**config.mk**
```make
export PLATFORM = sky130hd
export DESIGN_NAME = pc_sequencer_flat
export DESIGN_NICKNAME = d
export VERILOG_FILES = /design/src/rtl/pc_sequencer_if.sv /design/src/rtl/pc_sequencer.sv /design/src/flat_wrapper.sv
export SDC_FILE = /design/constraint.sdc
export NUM_CORES = 1
export LEC_CHECK = 0
export CORE_UTILIZATION = 42
export CTS_BUF_LIST = sky130_fd_sc_hd__clkbuf_4
export CTS_CLUSTER_SIZE = 10
export DETAILED_ROUTE_END_ITERATION = 16
export DONT_BUFFER_PORTS = 1
export GPL_TIMING_DRIVEN = 0
export PLACE_DENSITY_LB_ADDON = 0.1
export SKIP_CTS_REPAIR_TIMING = 1
export SLEW_MARGIN = 20
export SYNTH_ARGS = -nofsm -noshare
export SYNTH_HDL_FRONTEND = slang
export SYNTH_SLANG_ARGS = --single-unit
```
**constraint.sdc**
```tcl
create_clock -name clk -period 1.63 [get_ports clk]
set_clock_uncertainty 0.1 [all_clocks]
set_input_delay 0.163 -clock clk [delete_from_list [all_inputs] [get_ports clk]]
set_output_delay 0.163 -clock clk [all_outputs]
set_load 0.01 [all_outputs]
```
**src/rtl/pc_sequencer_if.sv**
```systemverilog
// Purpose : bundles the request, mux-feedback and status signals of the PC sequencer.
// Latency : none (wiring only).
// Backpressure: stall travels on this bundle; the sequencer holds PC while it is high.
//
// Ports (master = core/mux side, slave = sequencer):
//   stall, jump, jump_target, branch_taken, branch_target, halt_req, next_pc : master -> slave
//   pc, pc_plus, redirect_target, jump_sel, flush, pc_valid, halted, redirect_count : slave -> master
interface pc_sequencer_if #(
    parameter int PC_W = 8
);
    logic            stall;
    logic            jump;
    logic [PC_W-1:0] jump_target;
    logic            branch_taken;
    logic [PC_W-1:0] branch_target;
    logic            halt_req;
    logic [PC_W-1:0] next_pc;

    logic [PC_W-1:0] pc;
    logic [PC_W-1:0] pc_plus;
    logic [PC_W-1:0] redirect_target;
    logic            jump_sel;
    logic            flush;
    logic            pc_valid;
    logic            halted;
    logic [7:0]      redirect_count;

    modport master (
        output stall, jump, jump_target, branch_taken, branch_target, halt_req, next_pc,
        input  pc, pc_plus, redirect_target, jump_sel, flush, pc_valid, halted, redirect_count
    );

    modport slave (
        input  stall, jump, jump_target, branch_taken, branch_target, halt_req, next_pc,
        output pc, pc_plus, redirect_target, jump_sel, flush, pc_valid, halted, redirect_count
    );
endinterface

```
**src/rtl/pc_sequencer.sv**
```systemverilog
// Purpose : owns the program counter, drives the external 2:1 PC-mux select and registers its output.
// Latency : redirect requested in cycle N -> pc = target and flush = 1 in N+1; sequential again in N+2.
// Backpressure: stall holds pc and blocks redirects/halt; in FLUSH it holds flush high.
//
// Ports:
//   clk, rst_n  : clock (rising edge) and asynchronous active-low reset
//   seq_if      : pc_sequencer_if.slave (requests and mux feedback in, pc/select/status out)
// Optional build macro: SELF_JUMP_HALT_EN -- a jump to the current pc in RUN halts instead of redirecting.
module pc_sequencer #(
    parameter int              PC_W     = 8,
    parameter logic [PC_W-1:0] RESET_PC = '0,
    parameter int              PC_INC   = 1
) (
    input  logic           clk,
    input  logic           rst_n,
    pc_sequencer_if.slave  seq_if
);

    typedef enum logic [1:0] {
        BOOT  = 2'd0,
        RUN   = 2'd1,
        FLUSH = 2'd2,
        HALT  = 2'd3
    } state_t;

    state_t          state_q, state_d;
    logic [PC_W-1:0] pc_q, pc_d;
    logic            flush_q, flush_d;
    logic [7:0]      cnt_q, cnt_d;
    logic            jump_sel;
    logic            self_jump;

    // A jump onto the instruction currently being fetched is an infinite loop;
    // the optional build turns it into a halt.
`ifdef SELF_JUMP_HALT_EN
    assign self_jump = seq_if.jump && (seq_if.jump_target == pc_q);
`else
    assign self_jump = 1'b0;
`endif

    always_ff @(posedge clk or negedge rst_n) begin
        if (!rst_n) begin
            state_q <= BOOT;
            pc_q    <= RESET_PC;
            flush_q <= 1'b0;
            cnt_q   <= 8'd0;
        end else begin
            state_q <= state_d;
            pc_q    <= pc_d;
            flush_q <= flush_d;
            cnt_q   <= cnt_d;
        end
    end

    always_comb begin
        state_d  = state_q;
        pc_d     = pc_q;
        flush_d  = 1'b0;
        cnt_d    = cnt_q;
        jump_sel = 1'b0;
        case (state_q)
            BOOT: begin
                state_d = RUN;
            end
            RUN: begin
                // Halt outranks redirects but, like them, waits for stall to drop.
                if ((seq_if.halt_req || self_jump) && !seq_if.stall) begin
                    state_d = HALT;
                end else if (seq_if.stall) begin
                    pc_d = pc_q;
                end else if (seq_if.jump || seq_if.branch_taken) begin
                    jump_sel = 1'b1;
                    pc_d     = seq_if.next_pc;
                    flush_d  = 1'b1;
                    state_d  = FLUSH;
                    cnt_d    = (cnt_q == 8'hFF) ? cnt_q : cnt_q + 8'd1;
                end else begin
                    // Mux select is 0 here, so next_pc carries pc_plus.
                    pc_d = seq_if.next_pc;
                end
            end
            FLUSH: begin
                // Requests arriving now belong to the squashed instruction.
                if (seq_if.stall) begin
                    flush_d = 1'b1;
                end else begin
                    pc_d    = seq_if.next_pc;
                    state_d = RUN;
                end
            end
            HALT: begin
                state_d = HALT;
            end
            default: begin
                state_d = BOOT;
            end
        endcase
    end

    assign seq_if.pc              = pc_q;
    assign seq_if.pc_plus         = pc_q + PC_W'(PC_INC);
    assign seq_if.redirect_target = seq_if.jump ? seq_if.jump_target : seq_if.branch_target;
    assign seq_if.jump_sel        = jump_sel;
    assign seq_if.flush           = flush_q;
    assign seq_if.pc_valid        = (state_q == RUN) || (state_q == FLUSH);
    assign seq_if.halted          = (state_q == HALT);
    assign seq_if.redirect_count  = cnt_q;

endmodule

```
**src/flat_wrapper.sv**
```systemverilog
// flat-port wrapper written by rule: the top's interface ports become plain ports
module pc_sequencer_flat 
#(
    parameter int              PC_W     = 8,
    parameter logic [PC_W-1:0] RESET_PC = '0,
    parameter int              PC_INC   = 1
)
  (clk, rst_n, seq_if_stall, seq_if_jump, seq_if_jump_target, seq_if_branch_taken, seq_if_branch_target, seq_if_halt_req, seq_if_next_pc, seq_if_pc, seq_if_pc_plus, seq_if_redirect_target, seq_if_jump_sel, seq_if_flush, seq_if_pc_valid, seq_if_halted, seq_if_redirect_count);
  pc_sequencer_if #(.PC_W(PC_W)) seq_if_i ();
  input  logic clk;
  input  logic rst_n;
  input wire logic [$bits(seq_if_i.stall)-1:0] seq_if_stall;
  input wire logic [$bits(seq_if_i.jump)-1:0] seq_if_jump;
  input wire logic [$bits(seq_if_i.jump_target)-1:0] seq_if_jump_target;
  input wire logic [$bits(seq_if_i.branch_taken)-1:0] seq_if_branch_taken;
  input wire logic [$bits(seq_if_i.branch_target)-1:0] seq_if_branch_target;
  input wire logic [$bits(seq_if_i.halt_req)-1:0] seq_if_halt_req;
  input wire logic [$bits(seq_if_i.next_pc)-1:0] seq_if_next_pc;
  output wire logic [$bits(seq_if_i.pc)-1:0] seq_if_pc;
  output wire logic [$bits(seq_if_i.pc_plus)-1:0] seq_if_pc_plus;
  output wire logic [$bits(seq_if_i.redirect_target)-1:0] seq_if_redirect_target;
  output wire logic [$bits(seq_if_i.jump_sel)-1:0] seq_if_jump_sel;
  output wire logic [$bits(seq_if_i.flush)-1:0] seq_if_flush;
  output wire logic [$bits(seq_if_i.pc_valid)-1:0] seq_if_pc_valid;
  output wire logic [$bits(seq_if_i.halted)-1:0] seq_if_halted;
  output wire logic [$bits(seq_if_i.redirect_count)-1:0] seq_if_redirect_count;
  assign seq_if_i.stall = seq_if_stall;
  assign seq_if_i.jump = seq_if_jump;
  assign seq_if_i.jump_target = seq_if_jump_target;
  assign seq_if_i.branch_taken = seq_if_branch_taken;
  assign seq_if_i.branch_target = seq_if_branch_target;
  assign seq_if_i.halt_req = seq_if_halt_req;
  assign seq_if_i.next_pc = seq_if_next_pc;
  assign seq_if_pc = seq_if_i.pc;
  assign seq_if_pc_plus = seq_if_i.pc_plus;
  assign seq_if_redirect_target = seq_if_i.redirect_target;
  assign seq_if_jump_sel = seq_if_i.jump_sel;
  assign seq_if_flush = seq_if_i.flush;
  assign seq_if_pc_valid = seq_if_i.pc_valid;
  assign seq_if_halted = seq_if_i.halted;
  assign seq_if_redirect_count = seq_if_i.redirect_count;
  pc_sequencer #(.PC_W(PC_W), .RESET_PC(RESET_PC), .PC_INC(PC_INC)) u_core (.clk(clk), .rst_n(rst_n), .seq_if(seq_if_i));
endmodule
```
==> results of run 1 <==
-- flip-flops by register name, indices dropped and copies added (netlist names) --
signal / cells
u_core.seq_if.pc: 8
u_core.seq_if.redirect_count: 8
u_core.state_q: 2
u_core.seq_if.flush: 1
-- area by class of cell --
type | instances | area share [%]
buffer | 1 | 0.4751
inverter | 5 | 1.188
clock buffer | 4 | 1.900
multi-input combinational | 76 | 52.73
timing repair buffer | 18 | 10.45
tap | 30 | 2.375
sequential | 19 | 30.88
-- worst reg2reg max path, stage by stage (launching register included) --
cell      delay, ps
dfrtp_1         390
buf_4           150
ha_4            230
a211oi_4        210
buf_4           170
mux2_2          340
-- metrics by stage --
step | setup slack (ps) | std cells | TNS [ps] | utilization, % | power, W
3_5_place_dp | -225.3 | 131 | -2249 | 47.81 | 0.001725
2_1_floorplan | -20.43 | 101 | -143.0 | - | 0.001576
6_report | -66.59 | 153 | -367.8 | 61.55 | 0.002435
4_1_cts | -250.2 | 135 | -3102 | 48.98 | 0.001981
5_1_grt | -104.0 | 153 | -952.6 | 61.55 | 0.002580
3_3_place_gp | -179.6 | 131 | -1802 | 47.81 | 0.001702
-- cells by family (layout without fill, tap and decap cells) --
kind of cell,count (synthesis),count (layout),share of synthesized area [%]
simple gates,30,30,17.04
flops,19,19,39.96
buf+inv,6,28,2.209
fa+ha+maj,5,5,5.258
compound gates,12,12,8.727
xor+xnor,7,7,5.153
mux,22,22,21.66
-- routing by layer --
layer	up-vias	track usage [%]	part of all wire, %
li1	410	-	-
met1	414	19.85	40
met2	53	24.44	51
met3	4	6.323	8.1
met4	0	4.286	0.74
met5	-	0	0
-- power by group --
part / total (W) / switching, W / internal, W
clock: 0.000258 / 0.000146 / 0.000112
combinational: 0.00115 / 0.000507 / 0.000645
sequential: 0.00103 / 0.000368 / 0.000658
-- worst max-delay path by stage --
stage	from	to
2_1_floorplan	u_core.state_q[0]$_DFFE_PN0P_	u_core.seq_if.pc[1]$_DFFE_PN0P_
3_3_place_gp	u_core.state_q[0]$_DFFE_PN0P_	u_core.seq_if.pc[1]$_DFFE_PN0P_
3_5_place_dp	u_core.state_q[0]$_DFFE_PN0P_	u_core.seq_if.pc[1]$_DFFE_PN0P_
4_1_cts	u_core.state_q[1]$_DFFE_PN0P_	seq_if_jump_sel
5_1_grt	u_core.state_q[1]$_DFFE_PN0P_	u_core.seq_if.pc[4]$_DFFE_PN0P_
6_report	u_core.state_q[1]$_DFFE_PN0P_	u_core.seq_if.pc[4]$_DFFE_PN0P_
-- layout by cell type, fill, tap and decap left out, drive strengths merged, types with 2 or more instances in the layout --
cell,synthesis,routed
mux2,21,21
dfrtp,19,19
buf,1,10
dlygate4sd3,0,9
nand2,5,5
inv,5,5
ha,5,5
xnor2,5,5
nand3,5,5
clkbuf,0,4
o21ai,3,3
and2,3,3
nand4,3,3
o21a,2,2
xor2,2,2
a31oi,2,2
nand2b,2,2
nor4,2,2
and3,2,2
nor2b,2,2
nor2,2,2
==> results by group, run 1 <==
Outcome
  – Status: complete, but fails checks
  – Failing checks: hold timing, setup timing

Global route
  – Number of global-route vias before repair: 790
  – Global-route wire length before repair: between 3000 and 4000 um
  – Initial antenna violation count: 0
  – Largest net degree at the start of global routing: 20
  – Total track usage: 15.59%
  – Aggregate global routing overflow: 0

Yosys
  – Top-count cell post-synth: dfrtp_1
  – Syn nets: 136
  – Share of the synthesized area in the top cell type: between 30% and 40%
  – Cell taking the most area after synthesis: dfrtp_1
  – Post-synth EDFFs: 0
  – Synthesized area: 1190 um2
  – #FFs+latches synth: 19
  – FFs w/ async S/R, synth: 100.0%
  – Synthesized instance count: 101
  – Top area cells in the synthesized netlist: dfrtp_1 (40%), mux2_2 (17%), ha_1 (5.3%)
  – Post-synthesis sequential area ratio: 39.96%
  – Top cell types by occurrence after synthesis: dfrtp_1 (19), mux2_2 (18)
  – Avg Cell Area, Syn: between 10 and 15 um2
  – Yosys warning total: 0
  – Main synth FF type: dfrtp_1
  – Yosys cell types: 33

Timing
  – Final hold viol count: 1
  – Final worst setup slack: -66.59 ps
  – Crit share post-route: 104.1%
  – Max-slew violations: 0
  – RSZ-0062 raised after global routing: yes
  – Worst-Margin Slew: around 870 ps
  – Fmax: 0.5894 GHz
  – Tmin final: 1697 ps
  – Slew HR: 42.13%
  – # setup viols final: 8
  – Hold slack: -82.32 ps

Power
  – Pwr Density: 1541 nW/um2
  – VDD IR max: around 1000 uV
  – Leakage power: 0.6534 nW

Cells and area
  – Filler Cell Count: 210
  – Synthesis-to-finish area growth: 32.81%
  – # diodes: 0
  – Share of layout cells above drive strength 1: 56.91%
  – Register Area: 488.0 um2
  – Design area: ~1600 um2
  – Multi-input gate area: 833.3 um2
  – Layout Nets: 159

Critical path
  – Arr. time, crit path: 1780 ps
  – Reg2Reg Launch Point: u_core.state_q[1]$_DFFE_PN0P_
  – Reg-to-reg slack, setup: -70 ps
  – Buffers plus inverters on the worst setup path: 2
  – CP Data Required Time: 1720 ps
  – Crit. End Element: register
  – Reg-to-Reg End: u_core.seq_if.pc[4]$_DFFE_PN0P_
  – CP max stage delay: between 300 and 400 ps
  – Crit path launch type: register
  – Delay-heaviest family, CP: flip-flops
  – Slowest-stage cell, CP: dfrtp_1
  – Crit Path Category: reg2reg
  – Worst Path Max Fanout: 5
  – Crit path top cell by count: buf_4
  – Worst path cell trace: buf_4 -> ha_4 -> a211oi_4 -> buf_4 -> mux2_2
  – Critical path depth in cells: 5
  – Reg2Reg Depth: 5

Placed design
  – Detailed Place HPWL: 1757 um
  – Area of placed instances: ~1200 um2
  – Port Buffers: 0
  – RePlAce Congestion: 0.7098

Clock tree
  – TritonCTS Buffers: 3
  – Clk sinks: 19
  – CTS tree: built
  – Worst-Skew Late Latency: 300 ps
  – Max clock buf depth: 2
  – Root buf cell: clkbuf_4
  – CTS H-tree depth: 1
  – Clock transition at path regs: 100 ps

Run
  – Max-cap violations: 0

Die
  – Cell Rows: 18
  – Die X: between 50 and 60 um
  – Die area: between 3000 and 4000 um2
  – Overall die height: roughly 55 um
  – Core ar.: 2567 um2
  – # IOs: 66
  – Initial Util: about 46%

Worst hold path
  – Worst Hold End: u_core.seq_if.pc[1]$_DFFE_PN0P_
  – Hold Path Depth: 1
  – HP Start: seq_if_next_pc[1]
  – Hold Crit Class: in2reg

Route
  – Detail Route Antenna Nets: 0
  – Drt total wl: between 2000 and 3000 um
  – TritonRoute pass-1 iters: 4
  – DR WL/cell: 17.55 um
  – Vias: a little under 900
  – DR DRC count: 0
  – Vias per cell: ~5.8
  – Drt first-iter violations: 26
Power figures use the tool's default switching activity.
==> run 2, diff against run 1 <==
--- a/config.mk
+++ b/config.mk
@@ -5,6 +5,7 @@
 export SDC_FILE = /design/constraint.sdc
 export NUM_CORES = 1
 export LEC_CHECK = 0
+export CORE_ASPECT_RATIO = 0.5
 export CORE_UTILIZATION = 42
 export CTS_BUF_LIST = sky130_fd_sc_hd__clkbuf_4
 export CTS_CLUSTER_SIZE = 10
==> run 2 against run 1 <==
Net effect: the flow still finishes with violations (hold timing, setup timing); critical path type unchanged; combinational power decreased by 10%; power decreased by 6.2%; clock power decreased by 4%; global-route usage increased by 0.91 points; clock-buffer cell count decreased by 1; fmax decreased by 2.8%; cell count increased by 1.3%; register-to-register slack got worse by 50 ps; sequential power about the same; die area increased by 0.43%; largest power group unchanged; core utilization decreased by 3.6 points; final area decreased by 3.4%.
==> results by group, run 2 (synthesis gave the netlist of run 1 again) <==
Outcome
  – Status: complete, but fails checks
  – Failing checks: hold timing, setup timing

Placed design
  – RePlAce Congestion: 0.7430 (+4.7%)
  – Post-Place Cells: 138 (+5.3%)
  – Area of placed instances: 1236 um2 (+0.71%)
  – Detailed Place HPWL: 1919 um (+9.2%)
  – Port Buffers: 0 (unchanged)

Timing
  – Final worst setup slack: -115.0 ps (-48.43 ps)
  – Setup TNS: -869.9 ps (-502.1 ps)
  – Final hold viol count: 1 (unchanged)
  – Hold slack: -85.65 ps (-3.322 ps)
  – Worst-Margin Slew: 875.8 ps (+10.54 ps)
  – Tmin final: 1745 ps (+48.43 ps)
  – Slew HR: 41.42% (-0.70 points)
  – RSZ-0062 raised after global routing: yes
  – # setup viols final: 9 (+1)
  – Max-slew violations: 0 (unchanged)
  – Crit share post-route: 107.1% (+3.0 points)
  – Fmax: 0.5731 GHz (-2.8%)

Critical path
  – Crit path launch type: register
  – Arr. time, crit path: 1840 ps (+60 ps)
  – Reg-to-Reg End: u_core.seq_if.pc[1]$_DFFE_PN0P_
  – Crit Path Category: reg2reg
  – Reg2Reg Launch Point: u_core.state_q[1]$_DFFE_PN0P_
  – Worst Path Max Fanout: 9 (+4)
  – Reg-to-reg slack, setup: -120 ps (-50 ps)
  – Slowest-stage cell, CP: dfrtp_1
  – Crit. End Element: register
  – CP Data Required Time: 1720 ps (about the same)
  – Reg2Reg Depth: 5 (unchanged)
  – Worst path cell trace: buf_4 -> ha_4 -> a211oi_4 -> buf_12 -> mux2_2
  – CP max stage delay: 420 ps (+30 ps)

Global route
  – Largest net degree at the start of global routing: 20 (unchanged)
  – Number of global-route vias before repair: 778 (-1.5%)
  – Aggregate global routing overflow: 0 (unchanged)
  – Initial antenna violation count: 0 (unchanged)
  – Total track usage: 16.50% (+0.91 points)
  – Global-route wire length before repair: 3615 um (-3.5%)

Worst hold path
  – Worst Hold End: u_core.seq_if.pc[1]$_DFFE_PN0P_
  – Hold Path Depth: 1 (unchanged)
  – Hold Crit Class: in2reg
  – HP Start: seq_if_next_pc[1]

Clock tree
  – CTS H-tree depth: 1 (unchanged)
  – Worst-Skew Late Latency: 310 ps (about the same)
  – Max clock buf depth: 2 (unchanged)
  – CTS tree: built
  – Clk sinks: 19 (unchanged)
  – Clock transition at path regs: 120 ps (+20 ps)
  – Root buf cell: clkbuf_4
  – TritonCTS Buffers: 3 (unchanged)

Power
  – Pwr Density: 1496 nW/um2 (-2.9%)
  – Clock power frac: 10.8% (+0.2 points)
  – VDD IR max: 784.4 uV (-25%)
  – Tot Pwr: 0.002284 W (-6.2%)
  – Comb pwr share: 45.0% (-2.3 points)
  – Reg power frac: 44.2% (+2.1 points)
  – Switching part of the total: 43.27% (+1.4 points)
  – Switching Power: 0.0009883 W (-3.2%)
  – Leakage power: 0.6058 nW (-7.3%)
  – Pint: 0.001296 W (-8.4%)

Cells and area
  – Layout Nets: 154 (-3.1%)
  – Synthesis-to-finish area growth: 28.29%
  – Design area: 1526 um2 (-3.4%)
  – Fin cells: 155 (+1.3%)
  – # diodes: 0 (unchanged)
  – Most frequent cells in the layout: mux2_2 (18), dfrtp_1 (11), dlygate4sd3_1 (9)
  – Most common cell after layout, fill and taps aside: mux2_2
  – Share of layout cells above drive strength 1: 51.69% (-5.2 points)

Die
  – Cell Rows: 13 (-5)
  – Overall die height: 39.64 um (-28%)
  – Initial Util: 45.16% (-1.2 points)
  – Die area: 3063 um2 (+0.43%)
  – Core ar.: 2635 um2 (+2.6%)
  – # IOs: 66 (unchanged)
  – Die X: 77.28 um (+40%)

Run
  – Max-cap violations: 0 (unchanged)

Route
  – DR WL/cell: 17.64 um (+0.51%)
  – TritonRoute pass-1 iters: 4 (unchanged)
  – Drt first-iter violations: 22 (-15%)
  – Vias per cell: 5.665 (-1.6%)
  – Vias: 878 (-0.34%)
  – Detail Route Antenna Nets: 0 (unchanged)
  – Drt total wl: 2734 um (+1.8%)
  – DR DRC count: 0 (unchanged)
## run 2: per-layer routing
metal | up-vias | wire, um | global-route usage, %
li1 | 402 | - | -
met1 | 419 | 1115 | 16.46
met2 | 55 | 1365 | 32.08
met3 | 2 | 235 | 7.907
met4 | 0 | 19 | 4.717
met5 | - | 0 | 0
## run 2: power by group through the flow
stage	clock (W)	combinational [W]	sequential, W
3_3_place_gp	0	0.000757	0.000934
2_1_floorplan	0	0.000685	0.000891
4_1_cts	0.000258	0.000779	0.000942
6_report	0.000247	0.00103	0.00101
5_1_grt	0.000272	0.00113	0.00104
3_5_place_dp	0	0.000775	0.000953
## run 2: through the flow
stage	worst slack, ps	utilization, %
global placement	-147.7	46.91
global route	-138.1	57.93
CTS	-254.7	47.96
floorplan	-20.43	-
finish	-115.0	57.93
detailed placement	-208.6	46.91
## run 2: cell type report
| cell class | count | area (um2) |
|---|---|---|
| Buffer | 1 | 7.507 |
| Clock buffer | 3 | 22.52 |
| Clock inverter | 1 | 5.005 |
| Fill cell | 209 | 1109 |
| Inverter | 5 | 18.77 |
| Multi-Input combinational cell | 76 | 808.3 |
| Sequential cell | 19 | 485.5 |
| Tap cell | 37 | 46.29 |
| Timing Repair Buffer | 13 | 132.6 |
## run 2: worst max-delay path by stage
stage | from | to | cells after the start
floorplan | u_core.state_q[0]$_DFFE_PN0P_ | u_core.seq_if.pc[1]$_DFFE_PN0P_ | 4
global placement | u_core.state_q[1]$_DFFE_PN0P_ | u_core.seq_if.pc[1]$_DFFE_PN0P_ | 4
detailed placement | u_core.state_q[1]$_DFFE_PN0P_ | u_core.seq_if.pc[5]$_DFFE_PN0P_ | 4
CTS | u_core.state_q[1]$_DFFE_PN0P_ | seq_if_jump_sel | 4
global route | u_core.state_q[0]$_DFFE_PN0P_ | u_core.seq_if.pc[1]$_DFFE_PN0P_ | 5
finish | u_core.state_q[1]$_DFFE_PN0P_ | u_core.seq_if.pc[1]$_DFFE_PN0P_ | 5
## run 2: worst max-delay path, delay by kind of cell (launching register included)
| kind | cells | cell delay [ps] |
|---|---|---|
| buf+inv | 2 | 310 |
| compound gates | 1 | 250 |
| mux | 1 | 330 |
| flops | 1 | 420 |
| fa+ha+maj | 1 | 220 |
==> run 3, diff against run 2 <==
--- a/config.mk
+++ b/config.mk
@@ -14,7 +14,7 @@
 export GPL_TIMING_DRIVEN = 0
 export PLACE_DENSITY_LB_ADDON = 0.1
 export SKIP_CTS_REPAIR_TIMING = 1
-export SLEW_MARGIN = 20
+export SLEW_MARGIN = 5
 export SYNTH_ARGS = -nofsm -noshare
 export SYNTH_HDL_FRONTEND = slang
 export SYNTH_SLANG_ARGS = --single-unit
==> results of run 3 <==
No change in the layout: final DEF, timing and power equal those of run 2.
